$ cat src/rtl/multicycle_ctrl_fsm_if.sv
// Handshake bundle between the multicycle controller (master) and the RV64 datapath (slave).
interface multicycle_ctrl_fsm_if;
  logic        run;
  logic [31:0] instr;
  logic        mem_ready;
  logic        zero;
  logic [2:0]  sel;
  logic [3:0]  ALU_control_lines;
  logic [1:0]  ALUSrc;
  logic        IRWrite;
  logic        PCWrite;
  logic        PCWriteCond;
  logic        MemRead;
  logic        MemWrite;
  logic        RegWrite;
  logic        MemtoReg;
  logic        retired;
  logic        illegal;

  modport master (
    input  run, instr, mem_ready, zero,
    output sel, ALU_control_lines, ALUSrc, IRWrite, PCWrite, PCWriteCond,
           MemRead, MemWrite, RegWrite, MemtoReg, retired, illegal
  );

  modport slave (
    output run, instr, mem_ready, zero,
    input  sel, ALU_control_lines, ALUSrc, IRWrite, PCWrite, PCWriteCond,
           MemRead, MemWrite, RegWrite, MemtoReg, retired, illegal
  );
endinterface

$ cat src/rtl/multicycle_ctrl_fsm.sv
// Multicycle RV64 control unit: FETCH -> DECODE -> EXECUTE -> MEM -> WB with memory timeout trap.
// Optional macro MULTICYCLE_PERF_EN adds 64-bit cycle_cnt / instret_cnt performance counters.
module multicycle_ctrl_fsm #(
  parameter int MEM_TIMEOUT = 15
) (
  input  logic clk,
  input  logic reset,
  multicycle_ctrl_fsm_if.master bus
`ifdef MULTICYCLE_PERF_EN
  ,
  output logic [63:0] cycle_cnt,
  output logic [63:0] instret_cnt
`endif
);

  // Encodings double as the externally visible stage code on sel.
  typedef enum logic [2:0] {
    S_FETCH   = 3'd0,
    S_DECODE  = 3'd1,
    S_EXECUTE = 3'd2,
    S_MEM     = 3'd3,
    S_WB      = 3'd4,
    S_IDLE    = 3'd5,
    S_TRAP    = 3'd7
  } state_t;

  typedef enum logic [2:0] {
    CLS_NONE   = 3'd0,
    CLS_R      = 3'd1,
    CLS_I      = 3'd2,
    CLS_LOAD   = 3'd3,
    CLS_STORE  = 3'd4,
    CLS_BRANCH = 3'd5,
    CLS_JAL    = 3'd6
  } cls_t;

  localparam logic [6:0] OPC_R      = 7'b0110011;
  localparam logic [6:0] OPC_I      = 7'b0010011;
  localparam logic [6:0] OPC_LOAD   = 7'b0000011;
  localparam logic [6:0] OPC_STORE  = 7'b0100011;
  localparam logic [6:0] OPC_BRANCH = 7'b1100011;
  localparam logic [6:0] OPC_JAL    = 7'b1101111;
  localparam logic [3:0] WAIT_LAST  = 4'(MEM_TIMEOUT - 1);

  state_t     r_state;
  state_t     w_next;
  logic [6:0] r_opcode;
  logic [2:0] r_funct3;
  logic [6:0] r_funct7;
  logic [3:0] r_wait_cnt;
  logic       r_illegal;

  cls_t       w_cls;
  logic [3:0] w_alu_op;
  logic [1:0] w_alu_src;
  logic       w_wait_last;
  logic       w_taken;
  state_t     w_after_retire;

  logic [3:0] w_alu_ctrl;
  logic [1:0] w_alu_sel;
  logic       w_ir_write;
  logic       w_pc_write;
  logic       w_pc_write_cond;
  logic       w_mem_read;
  logic       w_mem_write;
  logic       w_reg_write;
  logic       w_mem_to_reg;
  logic       w_retired;

  // Instruction classification from the latched opcode/funct fields.
  always_comb begin
    w_cls     = CLS_NONE;
    w_alu_op  = 4'b0000;
    w_alu_src = 2'b00;
    case (r_opcode)
      OPC_R: begin
        if (r_funct7 == 7'b0000000) begin
          w_cls = CLS_R;
          case (r_funct3)
            3'b000:  w_alu_op = 4'b0001;
            3'b111:  w_alu_op = 4'b0010;
            3'b110:  w_alu_op = 4'b0011;
            3'b100:  w_alu_op = 4'b0100;
            3'b001:  w_alu_op = 4'b0101;
            3'b101:  w_alu_op = 4'b0110;
            default: w_cls    = CLS_NONE;
          endcase
        end else if (r_funct7 == 7'b0100000) begin
          w_cls = CLS_R;
          case (r_funct3)
            3'b000:  w_alu_op = 4'b0000;
            3'b101:  w_alu_op = 4'b0111;
            default: w_cls    = CLS_NONE;
          endcase
        end
      end
      OPC_I: begin
        // RV64 shift immediates carry a 6-bit shamt, so only imm[11:6] qualifies the shift.
        w_cls     = CLS_I;
        w_alu_src = 2'b11;
        case (r_funct3)
          3'b000: w_alu_op = 4'b1001;
          3'b111: w_alu_op = 4'b1010;
          3'b110: w_alu_op = 4'b1011;
          3'b100: w_alu_op = 4'b1100;
          3'b001: begin
            if (r_funct7[6:1] == 6'b000000) w_alu_op = 4'b0101;
            else                            w_cls    = CLS_NONE;
          end
          3'b101: begin
            if (r_funct7[6:1] == 6'b000000)      w_alu_op = 4'b0110;
            else if (r_funct7[6:1] == 6'b010000) w_alu_op = 4'b0111;
            else                                 w_cls    = CLS_NONE;
          end
          default: w_cls = CLS_NONE;
        endcase
      end
      OPC_LOAD: begin
        if (r_funct3 != 3'b111) begin
          w_cls     = CLS_LOAD;
          w_alu_op  = 4'b1001;
          w_alu_src = 2'b11;
        end
      end
      OPC_STORE: begin
        if (!r_funct3[2]) begin
          w_cls     = CLS_STORE;
          w_alu_op  = 4'b1001;
          w_alu_src = 2'b11;
        end
      end
      OPC_BRANCH: begin
        if (r_funct3[2:1] == 2'b00) begin
          w_cls     = CLS_BRANCH;
          w_alu_op  = 4'b0000;
          w_alu_src = 2'b00;
        end
      end
      OPC_JAL: begin
        w_cls     = CLS_JAL;
        w_alu_op  = 4'b0001;
        w_alu_src = 2'b10;
      end
      default: w_cls = CLS_NONE;
    endcase
  end

  assign w_wait_last    = (r_wait_cnt == WAIT_LAST);
  assign w_taken        = ((r_funct3 == 3'b000) && bus.zero) ||
                          ((r_funct3 == 3'b001) && !bus.zero);
  assign w_after_retire = bus.run ? S_FETCH : S_IDLE;

  // Next state and control outputs.
  always_comb begin
    w_next          = r_state;
    w_alu_ctrl      = 4'b0000;
    w_alu_sel       = 2'b00;
    w_ir_write      = 1'b0;
    w_pc_write      = 1'b0;
    w_pc_write_cond = 1'b0;
    w_mem_read      = 1'b0;
    w_mem_write     = 1'b0;
    w_reg_write     = 1'b0;
    w_mem_to_reg    = 1'b0;
    w_retired       = 1'b0;

    if ((r_state == S_EXECUTE) || (r_state == S_MEM) || (r_state == S_WB)) begin
      w_alu_ctrl = w_alu_op;
      w_alu_sel  = w_alu_src;
    end

    case (r_state)
      S_IDLE: begin
        if (bus.run) w_next = S_FETCH;
      end
      S_FETCH: begin
        w_mem_read = 1'b1;
        if (bus.mem_ready) begin
          w_ir_write = 1'b1;
          w_pc_write = 1'b1;
          w_next     = S_DECODE;
        end else if (w_wait_last) begin
          w_next = S_TRAP;
        end
      end
      S_DECODE: begin
        w_next = (w_cls == CLS_NONE) ? S_TRAP : S_EXECUTE;
      end
      S_EXECUTE: begin
        case (w_cls)
          CLS_BRANCH: begin
            w_pc_write_cond = w_taken;
            w_retired       = 1'b1;
            w_next          = w_after_retire;
          end
          CLS_JAL: begin
            w_pc_write_cond = 1'b1;
            w_next          = S_WB;
          end
          CLS_LOAD, CLS_STORE: w_next = S_MEM;
          CLS_R, CLS_I:        w_next = S_WB;
          default:             w_next = S_TRAP;
        endcase
      end
      S_MEM: begin
        w_mem_read  = (w_cls == CLS_LOAD);
        w_mem_write = (w_cls == CLS_STORE);
        if (bus.mem_ready) begin
          if (w_cls == CLS_LOAD) begin
            w_next = S_WB;
          end else begin
            w_retired = 1'b1;
            w_next    = w_after_retire;
          end
        end else if (w_wait_last) begin
          w_next = S_TRAP;
        end
      end
      S_WB: begin
        w_reg_write  = 1'b1;
        w_mem_to_reg = (w_cls == CLS_LOAD);
        w_retired    = 1'b1;
        w_next       = w_after_retire;
      end
      S_TRAP:  w_next = S_TRAP;
      default: w_next = S_TRAP;
    endcase
  end

  always_ff @(posedge clk) begin
    if (reset) begin
      r_state    <= S_IDLE;
      r_opcode   <= 7'd0;
      r_funct3   <= 3'd0;
      r_funct7   <= 7'd0;
      r_wait_cnt <= 4'd0;
      r_illegal  <= 1'b0;
    end else begin
      r_state <= w_next;
      if (w_ir_write) begin
        r_opcode <= bus.instr[6:0];
        r_funct3 <= bus.instr[14:12];
        r_funct7 <= bus.instr[31:25];
      end
      // Counter runs only while parked in FETCH/MEM; any transition restarts it.
      if ((w_next == r_state) && ((r_state == S_FETCH) || (r_state == S_MEM)))
        r_wait_cnt <= r_wait_cnt + 4'd1;
      else
        r_wait_cnt <= 4'd0;
      if (w_next == S_TRAP) r_illegal <= 1'b1;
    end
  end

  assign bus.sel               = r_state;
  assign bus.ALU_control_lines = w_alu_ctrl;
  assign bus.ALUSrc            = w_alu_sel;
  assign bus.IRWrite           = w_ir_write;
  assign bus.PCWrite           = w_pc_write;
  assign bus.PCWriteCond       = w_pc_write_cond;
  assign bus.MemRead           = w_mem_read;
  assign bus.MemWrite          = w_mem_write;
  assign bus.RegWrite          = w_reg_write;
  assign bus.MemtoReg          = w_mem_to_reg;
  assign bus.retired           = w_retired;
  assign bus.illegal           = r_illegal;

`ifdef MULTICYCLE_PERF_EN
  logic [63:0] r_cycle_cnt;
  logic [63:0] r_instret_cnt;

  always_ff @(posedge clk) begin
    if (reset) begin
      r_cycle_cnt   <= 64'd0;
      r_instret_cnt <= 64'd0;
    end else begin
      if ((r_state != S_IDLE) && (r_state != S_TRAP)) r_cycle_cnt <= r_cycle_cnt + 64'd1;
      if (w_retired) r_instret_cnt <= r_instret_cnt + 64'd1;
    end
  end

  assign cycle_cnt   = r_cycle_cnt;
  assign instret_cnt = r_instret_cnt;
`endif

endmodule

$ cat src/flat_wrapper.sv
// flat-port wrapper written by rule: the top's interface ports become plain ports
module multicycle_ctrl_fsm_flat 
#(
  parameter int MEM_TIMEOUT = 15
)
  (clk, reset, bus_run, bus_instr, bus_mem_ready, bus_zero, bus_sel, bus_ALU_control_lines, bus_ALUSrc, bus_IRWrite, bus_PCWrite, bus_PCWriteCond, bus_MemRead, bus_MemWrite, bus_RegWrite, bus_MemtoReg, bus_retired, bus_illegal);
  multicycle_ctrl_fsm_if bus_i ();
  input  logic clk;
  input  logic reset;
  input wire logic [$bits(bus_i.run)-1:0] bus_run;
  input wire logic [$bits(bus_i.instr)-1:0] bus_instr;
  input wire logic [$bits(bus_i.mem_ready)-1:0] bus_mem_ready;
  input wire logic [$bits(bus_i.zero)-1:0] bus_zero;
  output wire logic [$bits(bus_i.sel)-1:0] bus_sel;
  output wire logic [$bits(bus_i.ALU_control_lines)-1:0] bus_ALU_control_lines;
  output wire logic [$bits(bus_i.ALUSrc)-1:0] bus_ALUSrc;
  output wire logic [$bits(bus_i.IRWrite)-1:0] bus_IRWrite;
  output wire logic [$bits(bus_i.PCWrite)-1:0] bus_PCWrite;
  output wire logic [$bits(bus_i.PCWriteCond)-1:0] bus_PCWriteCond;
  output wire logic [$bits(bus_i.MemRead)-1:0] bus_MemRead;
  output wire logic [$bits(bus_i.MemWrite)-1:0] bus_MemWrite;
  output wire logic [$bits(bus_i.RegWrite)-1:0] bus_RegWrite;
  output wire logic [$bits(bus_i.MemtoReg)-1:0] bus_MemtoReg;
  output wire logic [$bits(bus_i.retired)-1:0] bus_retired;
  output wire logic [$bits(bus_i.illegal)-1:0] bus_illegal;
  assign bus_i.run = bus_run;
  assign bus_i.instr = bus_instr;
  assign bus_i.mem_ready = bus_mem_ready;
  assign bus_i.zero = bus_zero;
  assign bus_sel = bus_i.sel;
  assign bus_ALU_control_lines = bus_i.ALU_control_lines;
  assign bus_ALUSrc = bus_i.ALUSrc;
  assign bus_IRWrite = bus_i.IRWrite;
  assign bus_PCWrite = bus_i.PCWrite;
  assign bus_PCWriteCond = bus_i.PCWriteCond;
  assign bus_MemRead = bus_i.MemRead;
  assign bus_MemWrite = bus_i.MemWrite;
  assign bus_RegWrite = bus_i.RegWrite;
  assign bus_MemtoReg = bus_i.MemtoReg;
  assign bus_retired = bus_i.retired;
  assign bus_illegal = bus_i.illegal;
  multicycle_ctrl_fsm #(.MEM_TIMEOUT(MEM_TIMEOUT)) u_core (.clk(clk), .reset(reset), .bus(bus_i));
endmodule
$ cat config.mk
export PLATFORM = sky130hd
export DESIGN_NAME = multicycle_ctrl_fsm_flat
export DESIGN_NICKNAME = d
export VERILOG_FILES = /design/src/rtl/multicycle_ctrl_fsm_if.sv /design/src/rtl/multicycle_ctrl_fsm.sv /design/src/flat_wrapper.sv
export SDC_FILE = /design/constraint.sdc
export NUM_CORES = 1
export LEC_CHECK = 0
export CORE_ASPECT_RATIO = 0.75
export CORE_MARGIN = 2
export CORE_UTILIZATION = 41
export CTS_CLUSTER_SIZE = 12
export DETAILED_ROUTE_END_ITERATION = 6
export MAX_ROUTING_LAYER = met4
export PLACE_DENSITY_LB_ADDON = 0.3
export SETUP_SLACK_MARGIN = 0.05
export SLEW_MARGIN = 25
export SYNTH_ARGS = -nofsm -noshare
export SYNTH_HDL_FRONTEND = slang
export SYNTH_SLANG_ARGS = --single-unit
$ cat constraint.sdc
create_clock -name clk -period 2.6 [get_ports clk]
set_clock_uncertainty 0.1 [all_clocks]
set_input_delay 0.78 -clock clk [delete_from_list [all_inputs] [get_ports clk]]
set_output_delay 0.78 -clock clk [all_outputs]
set_load 0.01 [all_outputs]
==> results of run 1 <==
==> flip-flops by register name, indices dropped and copies added, names as in the netlist <==
signal	flops
u_core.bus.illegal	1
u_core.r_funct7	7
u_core.bus.sel	3
u_core.r_wait_cnt	4
u_core.r_funct3	3
u_core.r_opcode	7
==> power groups by stage <==
stage	logic [mW]	clock network [mW]	registers (mW)
finish	0.261	0.229	0.418
global route	0.281	0.252	0.422
CTS	0.252	0.238	0.417
detailed placement	0.243	0	0.424
global placement	0.241	0	0.423
floorplan	0.120	0	0.420
==> placed cells by master (no fill, tap or decap), types with 5 or more instances in the layout <==
cell and n:
buf_4 45, nand2_1 44, a21oi_1 28, clkdlybuf4s50_1 25
nor2_1 23, dfxtp_1 16, dfxtp_2 9, buf_2 8
o21ai_0 6, a31oi_1 5, nand3_1 5, a211oi_2 5
==> cell families (layout without fill, tap and decap cells) <==
kind of cell,Yosys count,count (layout),share of synthesized area
compound gates,67,67,0.264
xor+xnor,4,4,0.0215
fa+ha+maj,2,2,0.0154
buf+inv,23,98,0.0553
flops,25,25,0.307
simple gates,111,111,0.336
==> Yosys cell counts (2+ instances only) <==
cell type	count
a2111oi_0	2
a211oi_1	6
a21oi_1	31
a311oi_1	2
a31oi_1	5
and2_1	2
and3_1	2
and4_1	2
and4b_1	2
clkbuf_1	15
clkinv_1	3
dfxtp_1	25
ha_1	2
inv_1	4
nand2_1	47
nand2b_1	5
nand3_1	5
nand4_1	2
nand4bb_1	2
nor2_1	26
nor3_1	4
o21ai_0	9
o22ai_1	2
xor2_1	3
==> worst min-delay path by stage <==
stage                            start                  to  slack, ps  depth (start not counted)
floorplan           u_core.r_funct7[1]  u_core.r_funct7[1]        340                          2
CTS                 u_core.r_funct7[3]  u_core.r_funct7[3]        360                          2
global placement    u_core.r_funct7[3]  u_core.r_funct7[3]        350                          2
global route        u_core.r_funct7[3]  u_core.r_funct7[3]        390                          2
detailed placement  u_core.r_funct7[4]  u_core.r_funct7[4]        350                          2
finish              u_core.r_funct7[3]  u_core.r_funct7[3]        360                          2
==> area by class of cell <==
type,instances,area share
repair buffers,87,0.281
flip-flops and latches,25,0.202
well taps,52,0.0257
clock buffers,4,0.0178
inverters,7,0.0104
multi-input cells,184,0.463
==> critical path: cells and delay by family, from the launching register on <==
kind / cells / cell delay (ps)
DFF: 1 / 320
and+or+nand+nor: 3 / 960
buffers and inverters: 1 / 140
AOI/OAI and AO/OA: 3 / 580
==> routing by layer <==
| layer | vias to the layer above | wire (um) | track usage |
|---|---|---|---|
| met5 | - | 0 | - |
| met4 | 0 | 33 | 0.0468 |
| met3 | 4 | 347 | 0.0307 |
| met2 | 70 | 2070 | 0.330 |
| met1 | 884 | 2310 | 0.305 |
| li1 | 977 | - | - |
==> stage by stage <==
step / instance area [sq um] / setup slack [ps] / hold slack [ps] / util
floorplan: 1630 / -139 / 336 / -
global placement: 2370 / -621 / 346 / 0.634
detailed placement: 2370 / -633 / 354 / 0.634
CTS: 2470 / -606 / 361 / 0.661
global route: 2530 / -622 / 385 / 0.677
finish: 2530 / -543 / 359 / 0.677
==> timing repair <==
action,CTS,global route
pin swaps,17,10
buffers inserted,4,1
setup endpoints to repair,20,17
resized for setup,69,18
endpoints found under the hold margin,0,0
==> key figures, run 1 <==
Floorplan
  • Site Rows: 19
  • Die Area: 4500 sq um
  • Width of the die: 76.8 um
  • Die height: 58.6 um
  • Initial core utilization: 0.436
  • Core ar.: 3730 sq um
  • Ports: 55

Place
  • Post-Place Cells: 353
  • Buffers on Ports: 39
  • Placer congestion estimate: 0.915
  • Dpl hpwl: 3440 um

Drt
  • Via count: 1935
  • Remaining antenna violation count: 0
  • TritonRoute pass-1 iters: 4
  • Drt total wl: 4760 um
  • Drt first-iter violations: 217
  • Vias per inst: 5.39
  • Post-route DRC: 0
  • DR WL/cell: 13.3 um

Power
  • Clock network fraction of design power: 0.252
  • P_int: 644 uW
  • Comb power frac: 0.287
  • Leak: 0.981 nW
  • Peak VDD IR: 285 uV
  • NetSw: 264 uW
  • Power, Total: 907 uW
  • Total power per unit cell area: 359 nW/um^2
  • Switch share: 0.291
  • Sequential Power Share: 0.461

Yosys
  • Yosys cell types: 48
  • Synth async-reset ratio: 0
  • Synth area leaders: dfxtp_1 (31%), nand2_1 (11%), a21oi_1 (9.5%)
  • Seq cells post-synth: 25
  • Seq/Total Area, Yosys: 0.307
  • Synthesized cell area: 1630 sq um
  • Synthesized area per cell: 7.02 sq um
  • Syn. warnings: 0
  • Post-synth EDFFs: 0
  • Gate Count Post-Synth: 232
  • Main synth FF type: dfxtp_1
  • Post-synth top area share: 0.307
  • Area leader, netlist: dfxtp_1
  • Syn nets: 271

Setup path
  • Kind of critical path: reg -> out
  • CP required: 1720 ps
  • Worst path arrival time: 2260 ps
  • Worst reg2reg startpoint: u_core.r_funct7[3]
  • CP Launch Point: u_core.r_funct7[3]
  • Critical Path Fanout Max: 3
  • Worst setup SP type: register
  • CP endpoint kind: output pin
  • Crit path to: bus_ALU_control_lines[0]
  • Crit-path most repeated cell: a21oi_1
  • Slowest stage delay, CP: 540 ps
  • Slowest CP cell: or4_4
  • FF-to-FF End: u_core.bus.sel[0]
  • Cells on worst reg2reg path: 7
  • Crit path cell chain: or4_4 -> or3_4 -> a211o_1 -> a21oi_1 -> nor3_1 -> a21oi_1 -> buf_2
  • Reg2Reg Setup Slack: -70 ps

Run
  • MaxCap Viol Count: 0

STA
  • Worst-margin pin slew: 529 ps
  • Fmax: 318 MHz
  • Post-route clock period utilization: 1.21
  • Hold Fails Final Rpt: 0
  • Minimum clock period: 3140 ps
  • Setup slack after layout: -543 ps
  • Relative slew slack: 0.639
  • # setup viols final: 9
  • RSZ-0062 raised after global routing: yes
  • Fin. max-slew vios: 0
  • Total negative slack: -2450 ps

GRT
  • Vias in the first global route: 1661
  • Largest net degree at the start of global routing: 21
  • Gr usage total: 0.215
  • Initial antenna violation count: 0
  • GRT overflow: 0
  • First-pass GRT wire length: 7620 um

Finish
  • Multi-input gate area: 1170 sq um
  • Area Growth Syn to Fin: 55.1%
  • Register Area: 512 sq um
  • Share of cells above drive strength 1: 0.329
  • # diodes: 0
  • Fillers: 328
  • Nets: 347
  • Final Non-Filler Cells: 359

CTS
  • Clock slew seen by the registers of the worst setup and hold paths: 80 ps
  • CTS tree: done
  • Clk_lat worst skew: 270 ps
  • Clock Tree Buf Depth: 2
  • Clock sink total: 25
  • H-tree levels: 1
  • Clk root buf: clkbuf_8
  • # hold bufs at CTS: 0
  • Total CTS buffers: 3

Outcome
  • Outcome: complete, but fails checks
  • Failing checks: negative setup slack

Worst hold path
  • Worst hold path class: reg -> reg
Power figures use the tool's default switching activity.
==> inputs of run 2 (changes only) <==
Settings changed: CORE_UTILIZATION 41 to 29.
Clock period 2.6 ns to 3.5 ns, I/O delays scaled along.
==> run 2 against run 1 <==
The run now ends clean. Worst hold slack improved by 3.5 ps. Wire length decreased by 2.7%. Register-to-register slack improved by 870 ps. First-iteration DRC count decreased by 31%. Cell count decreased by 0.56%. Utilization decreased by 26 points. Sequential share of layout area increased by 1.9 points. Clock power decreased by 24%. Sequential power decreased by 25%. Highest routed layer unchanged.
==> key figures, run 2 (same netlist as run 1, synthesis figures left out) <==
Setup path
  • Worst setup SP type: register
  • Critical Path Fanout Max: 3
  • Kind of critical path: reg -> out
  • CP required: 2350 ps
  • CP Depth: 8
  • Slowest CP cell: or4_4
  • CP delay by family, top: simple AND/OR/NAND/NOR gates
  • Cells on worst reg2reg path: 7
  • Crit path cell chain: or4_4 -> or3_4 -> a211o_1 -> buf_4 -> a21oi_1 -> a31oi_1 -> nor2_1 -> buf_2
  • WP buf/inv: 2
  • Slowest stage delay, CP: 540 ps
  • CP endpoint kind: output pin
  • Worst path arrival time: 2300 ps

Finish
  • Multi-input gate area: 1050 sq um
  • Fillers: 579
  • Register Area: 500 sq um
  • Area Growth Syn to Fin: 38.8%
  • Fin area: 2260 sq um
  • Share of cells above drive strength 1: 0.145
  • # diodes: 0
  • Most common cell after layout, fill and taps aside: nand2_1
  • Biggest regs: u_core.r_funct7 (7), u_core.r_opcode (7), u_core.r_wait_cnt (4)
  • Nets: 322
  • Most frequent cells in the layout: nand2_1 (47), clkdlybuf4s50_1 (32), a21oi_1 (31)

Drt
  • Via count: 1811
  • Post-route DRC: 0
  • DR WL/cell: 13.0 um
  • Vias per inst: 5.07
  • Drt first-iter violations: 149
  • Remaining antenna violation count: 0
  • TritonRoute pass-1 iters: 4
  • Drt total wl: 4630 um

GRT
  • Gr usage total: 0.151
  • Vias in the first global route: 1601
  • GRT overflow: 0
  • First-pass GRT wire length: 7460 um
  • Initial antenna violation count: 0
  • Largest net degree at the start of global routing: 23

Power
  • Leak: 0.798 nW
  • NetSw: 190 uW
  • Sequential Power Share: 0.481
  • Power, Total: 651 uW
  • Total power per unit cell area: 288 nW/um^2
  • Switch share: 0.291
  • Comb power frac: 0.250
  • Peak VDD IR: 130 uV
  • P_int: 462 uW
  • Clock network fraction of design power: 0.269

Floorplan
  • Width of the die: 90.5 um
  • Initial core utilization: 0.303
  • Ports: 55
  • Core ar.: 5380 sq um
  • Site Rows: 23
  • Die height: 68.9 um
  • Die Area: 6240 sq um

Worst hold path
  • Hold path depth: 2
  • Worst hold path class: reg -> reg

Place
  • Dpl hpwl: 3540 um
  • Buffers on Ports: 39
  • Placed Instance Area: 2210 sq um
  • Placer congestion estimate: 0.858

Run
  • MaxCap Viol Count: 0

STA
  • Post-route clock period utilization: 0.987
  • Hold Fails Final Rpt: 0
  • Worst-margin pin slew: 378 ps
  • # setup viols final: 0
  • Fmax: 289 MHz
  • Minimum clock period: 3450 ps
  • RSZ-0062 raised after global routing: yes
  • Relative slew slack: 0.741
  • Fin. max-slew vios: 0

CTS
  • Clk root buf: clkbuf_8
  • Clock slew seen by the registers of the worst setup and hold paths: 90 ps
  • H-tree levels: 1
  • # hold bufs at CTS: 0
  • Clk_lat worst skew: 270 ps
  • Clock sink total: 25
  • CTS tree: done
  • Total CTS buffers: 3
  • Clock Tree Buf Depth: 2

Outcome
  • Outcome: complete, no violations
run 2: cell types whose count changed in the layout (fill, tap and decap cells not counted), sizes merged:
cell | before | now
clkdlybuf4s50 | 25 | 32
dlymetal6s2s | 0 | 1
clkinvlp | 0 | 1
clkdlybuf4s15 | 1 | 0
dlygate4sd2 | 3 | 1
buf | 56 | 27
clkbuf | 6 | 4
run 2: final cells by class:
cell class              count  share of cell area
clock buffers               3              0.0183
clock inverters             1             0.00332
inverters                   7              0.0116
multi-input cells         184               0.465
flip-flops and latches     25               0.221
well taps                  75              0.0415
repair buffers             62               0.239
run 2: tightest hold or removal path, cell delays in order, from the launching register on:
cell,delay [ps]
dfxtp_1,320
nand2_1,50
a21oi_1,50
run 2: power groups by stage:
stage / Clock, mW / Combinational, mW / Sequential (mW)
floorplan: 0 / 0.0891 / 0.312
global placement: 0 / 0.161 / 0.320
detailed placement: 0 / 0.162 / 0.319
CTS: 0.183 / 0.163 / 0.313
global route: 0.192 / 0.179 / 0.317
finish: 0.175 / 0.163 / 0.314
run 2: timing repair:
item                       CTS  global route
gates resized for setup     21             6
setup endpoints to repair    7             5
pin swaps                    4             2
buffers inserted             2             0
run 2: per-stage QoR:
stage                     cells   util  TNS [ps]  worst slack (ps)  hold WS, ps
after floorplan             232      -         0               398          336
after global placement      351  0.410      -633              -334          347
after detailed placement    351  0.410      -707              -333          353
after CTS                   357  0.419     -5.35             -5.35          366
after global routing        357  0.420     -58.8             -55.3          391
final                       357  0.420         0              45.5          363
run 2: final timing paths:
| check | startpoint | end | slack (ps) |
|---|---|---|---|
| max | u_core.r_funct7[3] | bus_ALU_control_lines[2] | 50 |
| min | u_core.r_funct7[4] | u_core.r_funct7[4] | 360 |
| max reg2reg | u_core.r_funct7[3] | u_core.bus.sel[0] | 800 |
| min reg2reg | u_core.r_funct7[4] | u_core.r_funct7[4] | 360 |
run 2: per-layer routing:
metal	track usage	routed length [um]	up-vias
met4	0.0462	48	0
met2	0.229	1860	45
li1	-	-	932
met5	-	0	-
met1	0.213	2510	830
met3	0.0185	213	4
==> inputs of run 3 (changes only) <==
Settings changed: SETUP_SLACK_MARGIN 0.05 to 0.3.
Clock period 3.5 ns to 4.4 ns, I/O delays scaled along.
==> run 3 against run 2 <==
Wire length is 4.4% lower. Sequential power down 19%. First-iteration DRC count grew 40%. Non-clock buffer count fell by 16. Via count down 4.5%. Die area is the same. Worst hold slack hardly changed. Sequential share of layout area increased by 1.2 points. Final area decreased by 5.1%. Critical path depth down 4. Cell count shrank 4.5%. Utilization down 2.2 points. Critical path type is now in -> out. Largest cell class unchanged.
==> key figures, run 3 (same netlist as run 1, synthesis figures left out) <==
Place
  • Buffers on Ports: 39
  • Pre-CTS setup slack: 32.4 ps
  • Post-Place Cells: 337
  • Placer congestion estimate: 0.835
  • Dpl hpwl: 3330 um

Floorplan
  • Die height: 68.9 um
  • Width of the die: 90.5 um
  • Site Rows: 23
  • Ports: 55
  • Core ar.: 5380 sq um
  • Die Area: 6240 sq um
  • Initial core utilization: 0.303

CTS
  • Clk_lat worst skew: 270 ps
  • Clock slew seen by the registers of the worst setup and hold paths: 100 ps
  • Total CTS buffers: 3
  • H-tree levels: 1
  • Number of setup buffers added after CTS: 0
  • CTS tree: done
  • Clock sink total: 25
  • Clock Tree Buf Depth: 2
  • Clk root buf: clkbuf_8

Drt
  • Drt first-iter violations: 208
  • Remaining antenna violation count: 0
  • TritonRoute pass-1 iters: 4
  • Vias per inst: 5.07
  • DR WL/cell: 13.0 um
  • Drt total wl: 4430 um
  • Post-route DRC: 0
  • Via count: 1730

Finish
  • # diodes: 0
  • Register Area: 500 sq um
  • Biggest regs: u_core.r_funct7 (7), u_core.r_opcode (7), u_core.r_wait_cnt (4)
  • Most frequent cells in the layout: nand2_1 (47), clkdlybuf4s50_1 (34), a21oi_1 (31)
  • Final Non-Filler Cells: 341
  • Nets: 306
  • Most common cell after layout, fill and taps aside: nand2_1
  • Area Growth Syn to Fin: 31.6%
  • Share of cells above drive strength 1: 0.0677
  • Multi-input gate area: 1040 sq um
  • Fillers: 568

STA
  • Fmax: 249 MHz
  • Hold Fails Final Rpt: 0
  • Minimum clock period: 4010 ps
  • Total negative slack: 0 ps
  • Setup slack after layout: 387 ps
  • Post-route clock period utilization: 0.912
  • Relative slew slack: 0.453
  • RSZ-0062 raised after global routing: no
  • # setup viols final: 0
  • Fin. max-slew vios: 0
  • Worst-margin pin slew: 819 ps

Setup path
  • Critical Path Fanout Max: 4
  • Slowest CP cell: clkdlybuf4s50_1
  • CP required: 2980 ps
  • CP endpoint kind: output pin
  • Crit-path most repeated cell: clkdlybuf4s50_1
  • Worst setup SP type: input pin
  • Kind of critical path: in -> out
  • Crit path cell chain: clkdlybuf4s50_1 -> nand2_1 -> clkinv_1 -> clkdlybuf4s50_1
  • Worst path arrival time: 2590 ps
  • Slowest stage delay, CP: 540 ps

Power
  • Leak: 0.718 nW
  • NetSw: 150 uW
  • Sequential Power Share: 0.497
  • Clock network fraction of design power: 0.276
  • P_int: 361 uW
  • Comb power frac: 0.227
  • Total power per unit cell area: 239 nW/um^2
  • Peak VDD IR: 91.9 uV
  • Switch share: 0.294

GRT
  • GRT overflow: 0
  • Vias in the first global route: 1587
  • First-pass GRT wire length: 7450 um
  • Largest net degree at the start of global routing: 23
  • Initial antenna violation count: 0
  • Gr usage total: 0.152

Outcome
  • Outcome: complete, no violations

Worst hold path
  • Worst hold path class: reg -> reg

Run
  • MaxCap Viol Count: 0
[run 3: layout make-up]
class,instances,area share
clock buffer,3,0.0193
clock inverter,1,0.00350
inverter,7,0.0123
multi-input combinational,184,0.484
sequential,25,0.233
tap,75,0.0438
timing repair buffer,46,0.204
[run 3: worst max-delay path: cells and delay by family]
family | cells | cell delay (ps)
simple gates | 1 | 110
buf+inv | 3 | 1170
[run 3: path summary, 6_finish.rpt]
kind	slack [ps]	cells past startpoint	startpoint	end
min reg2reg	360	2	u_core.r_funct7[4]	u_core.r_funct7[4]
max reg2reg	1660	6	u_core.r_funct7[3]	u_core.bus.sel[0]
min	360	2	u_core.r_funct7[4]	u_core.r_funct7[4]
max	390	4	bus_mem_ready	bus_PCWrite
[run 3: power by group through the flow]
stage	Clock (mW)	Combinational (mW)	Sequential, mW
2_1_floorplan	0	0.0709	0.248
3_3_place_gp	0	0.116	0.259
3_5_place_dp	0	0.116	0.259
4_1_cts	0.146	0.117	0.254
5_1_grt	0.152	0.129	0.257
6_report	0.141	0.116	0.254
[run 3: stage by stage]
stage / total power [mW] / area (sq um) / utilization / hold slack [ps]
after CTS: 0.516 / 2150 / 0.399 / 365
after floorplan: 0.319 / 1630 / - / 336
after global placement: 0.375 / 2100 / 0.391 / 348
final: 0.512 / 2140 / 0.399 / 363
after global routing: 0.537 / 2140 / 0.399 / 388
after detailed placement: 0.375 / 2100 / 0.391 / 352
[run 3: timing repair]
action,4_1_cts,5_1_grt
pin swaps,0,1
gates resized for setup,5,3
hold buffers,0,0
setup endpoints to repair,4,2
[run 3: routing by layer]
metal / part of all wire / routed length [um] / vias up / track usage
met4: 0.0077 / 34 / 0 / 0.0462
met2: 0.42 / 1860 / 53 / 0.228
met1: 0.52 / 2300 / 779 / 0.216
li1: - / - / 896 / -
met5: 0 / 0 / - / -
met3: 0.053 / 236 / 2 / 0.0163
==> edit, RTL diff (config.mk and constraints of run 2) <==
`MEM_TIMEOUT` is set to 15 in 2 places; all go to 7.
--- a/src/rtl/multicycle_ctrl_fsm.sv
+++ b/src/rtl/multicycle_ctrl_fsm.sv
@@ -1,7 +1,7 @@
 // Multicycle RV64 control unit: FETCH -> DECODE -> EXECUTE -> MEM -> WB with memory timeout trap.
 // Optional macro MULTICYCLE_PERF_EN adds 64-bit cycle_cnt / instret_cnt performance counters.
 module multicycle_ctrl_fsm #(
-  parameter int MEM_TIMEOUT = 15
+  parameter int MEM_TIMEOUT = 7
 ) (
   input  logic clk,
   input  logic reset,
--- a/src/flat_wrapper.sv
+++ b/src/flat_wrapper.sv
@@ -1,7 +1,7 @@
 // flat-port wrapper written by rule: the top's interface ports become plain ports
 module multicycle_ctrl_fsm_flat 
 #(
-  parameter int MEM_TIMEOUT = 15
+  parameter int MEM_TIMEOUT = 7
 )
   (clk, reset, bus_run, bus_instr, bus_mem_ready, bus_zero, bus_sel, bus_ALU_control_lines, bus_ALUSrc, bus_IRWrite, bus_PCWrite, bus_PCWriteCond, bus_MemRead, bus_MemWrite, bus_RegWrite, bus_MemtoReg, bus_retired, bus_illegal);
   multicycle_ctrl_fsm_if bus_i ();
Function: changed (Yosys sat finds a counterexample within 10 cycles, from zero or initial values and one cycle with reset high).
==> edit against run 2 <==
Power rose by 1.7%; worst setup slack improved by 110 ps; first-iteration DRC count fell by 21%; maximum frequency rose by 3.2%; design area rose by 3.5%; sequential cell count did not move; synthesized area rose by 3.6%; combinational power barely moved; wire length fell by 2.0%; count of clock-buffer cells in the layout did not move.
==> edit: results (changes against run 2) <==
metric;value;unit;change
status;complete, no violations;;
Final nets;319;;-0.93%
Via Count;1762;;-2.7%
layout cell share with drive strength beyond 1;17.9;%;+3.4 points
Worst Path Arrival;2200;ps;-100 ps
Post-Synth XOR/XNOR Area;2.08;%;-0.075 points
sequential area share after synthesis;29.7;%;-1.1 points
Avg Cell Area, Syn;7.28;µm²;+3.6%
top post-synthesis cells by area;dfxtp_1, nand2_1, a21oi_1, nor2_1, clkbuf_1;;
LEAKAGE;0.813;nW;+1.8%
cts hold-fix bufs;0;;unchanged
Avg WL per Cell;12.7;µm;-2.0%
DR iter-0 viols;118;;-21%
Slew @ Worst Pin;431;ps;+52.8 ps
Net Switching;0.195;mW;+2.5%
Fillers;614;;+6.0%
Adder-Cell Fraction of Synth Area;1.48;%;-0.054 points
slowest stage cell on the critical path;clkdlybuf4s50_1;;
All-Layer GR Usage;14.8;%;-0.37 points
Distinct cells, synth;57;;+19%
Detailed Place HPWL;3480;µm;-1.7%
mux contribution to synthesized area;0.667;%;+0.67 points
maximum vdd ir drop;0.128;mV;-1.5%
Layout Cells excl Fill;357;;unchanged
vias in the first global route;1536;;-4.1%
pin count of the biggest net entering global routing;22;;-4.3%
placed instance count;353;;+0.57%
first-pass GRT wire length;7620;µm;+2.2%
Post-Syn Nets;271;;unchanged
Final Wtd Congestion;0.835;;-2.7%
Critical Path Fanout Max;9;;+6
TritonRoute pass-1 iters;4;;unchanged
max-slew violation count;0;;unchanged
fraction of registers with async set/reset;0;%;unchanged
Num CTS Buffers;3;;unchanged
Synth top cells by count;nand2_1, a21oi_1, nor2_1;;
compound-gate portion of the synthesized area;24.2;%;-2.3 points
## edit: changes by cell type after synthesis, moves of 3 or more
cell,before,now
clkbuf_1,15,12
nand2_1,47,44
nor2b_1,1,4
o21ai_0,9,6
## edit: cell type report
class	count	area [µm²]	area share (%)
Sequential cell	25	502	21.4
Clock buffer	3	41.3	1.76
Inverter	6	22.5	0.962
Multi-Input combinational cell	184	1140	48.8
Timing Repair Buffer	60	527	22.5
Clock inverter	1	8.76	0.374
Tap cell	78	97.6	4.17
## edit: kinds of logic (layout without fill, tap and decap cells)
family	after synthesis	count (layout)
AOI/OAI and AO/OA	65	65
xor gates and xnor gates	4	4
adders and majority gates	2	2
buffers and inverters	23	70
DFF	25	25
muxes	1	1
and+or+nand+nor	112	112
## edit: power groups by stage
stage	Sequential, mW	Combinational (mW)	Clock (mW)
3_5_place_dp	0.323	0.160	0
3_3_place_gp	0.322	0.160	0
6_report	0.317	0.163	0.183
5_1_grt	0.320	0.179	0.198
4_1_cts	0.317	0.161	0.186
2_1_floorplan	0.312	0.0902	0
## edit: path summary, 6_finish.rpt
path                           start                       end  slack, ps  cells past startpoint
setup / recovery  u_core.r_opcode[5]  bus_ALU_control_lines[3]        150                      7
hold / removal    u_core.r_opcode[2]        u_core.r_opcode[2]        380                      2
setup reg to reg  u_core.r_opcode[5]      u_core.r_wait_cnt[0]       1200                      7
hold reg to reg   u_core.r_opcode[2]        u_core.r_opcode[2]        380                      2
## edit: through the flow
stage | hold slack (ps) | util [%] | worst slack, ps | TNS, ps | area [µm²]
global route | 404 | 41.0 | 54.0 | 0 | 2340
CTS | 380 | 40.5 | 51.2 | 0 | 2310
finish | 378 | 41.0 | 153 | 0 | 2340
global placement | 357 | 39.4 | -229 | -275 | 2250
detailed placement | 366 | 39.4 | -209 | -273 | 2250
floorplan | 343 | - | 462 | 0 | 1690
## edit: repair_timing
action | CTS | global route
setup buffers | 0 | 0
setup endpoints to repair | 10 | 5
pin swaps | 0 | 2
endpoints found under the hold margin | 0 | 0
gates cloned | 0 | 0
resized for setup | 17 | 14
## edit: worst max-delay path: cells and delay by family, from the launching register on
kind | cells | cell delay, ps
buffers and inverters | 3 | 870
flip-flops | 1 | 340
AO/OA/AOI/OAI | 2 | 440
AND/OR/NAND/NOR | 2 | 270
## edit: metal layers
layer	track usage [%]	up-vias	part of all wire [%]
met2	18.2	42	38
met3	2.16	2	4.8
li1	-	917	-
met5	-	-	0
met4	3.48	0	0.49
met1	24.2	801	57
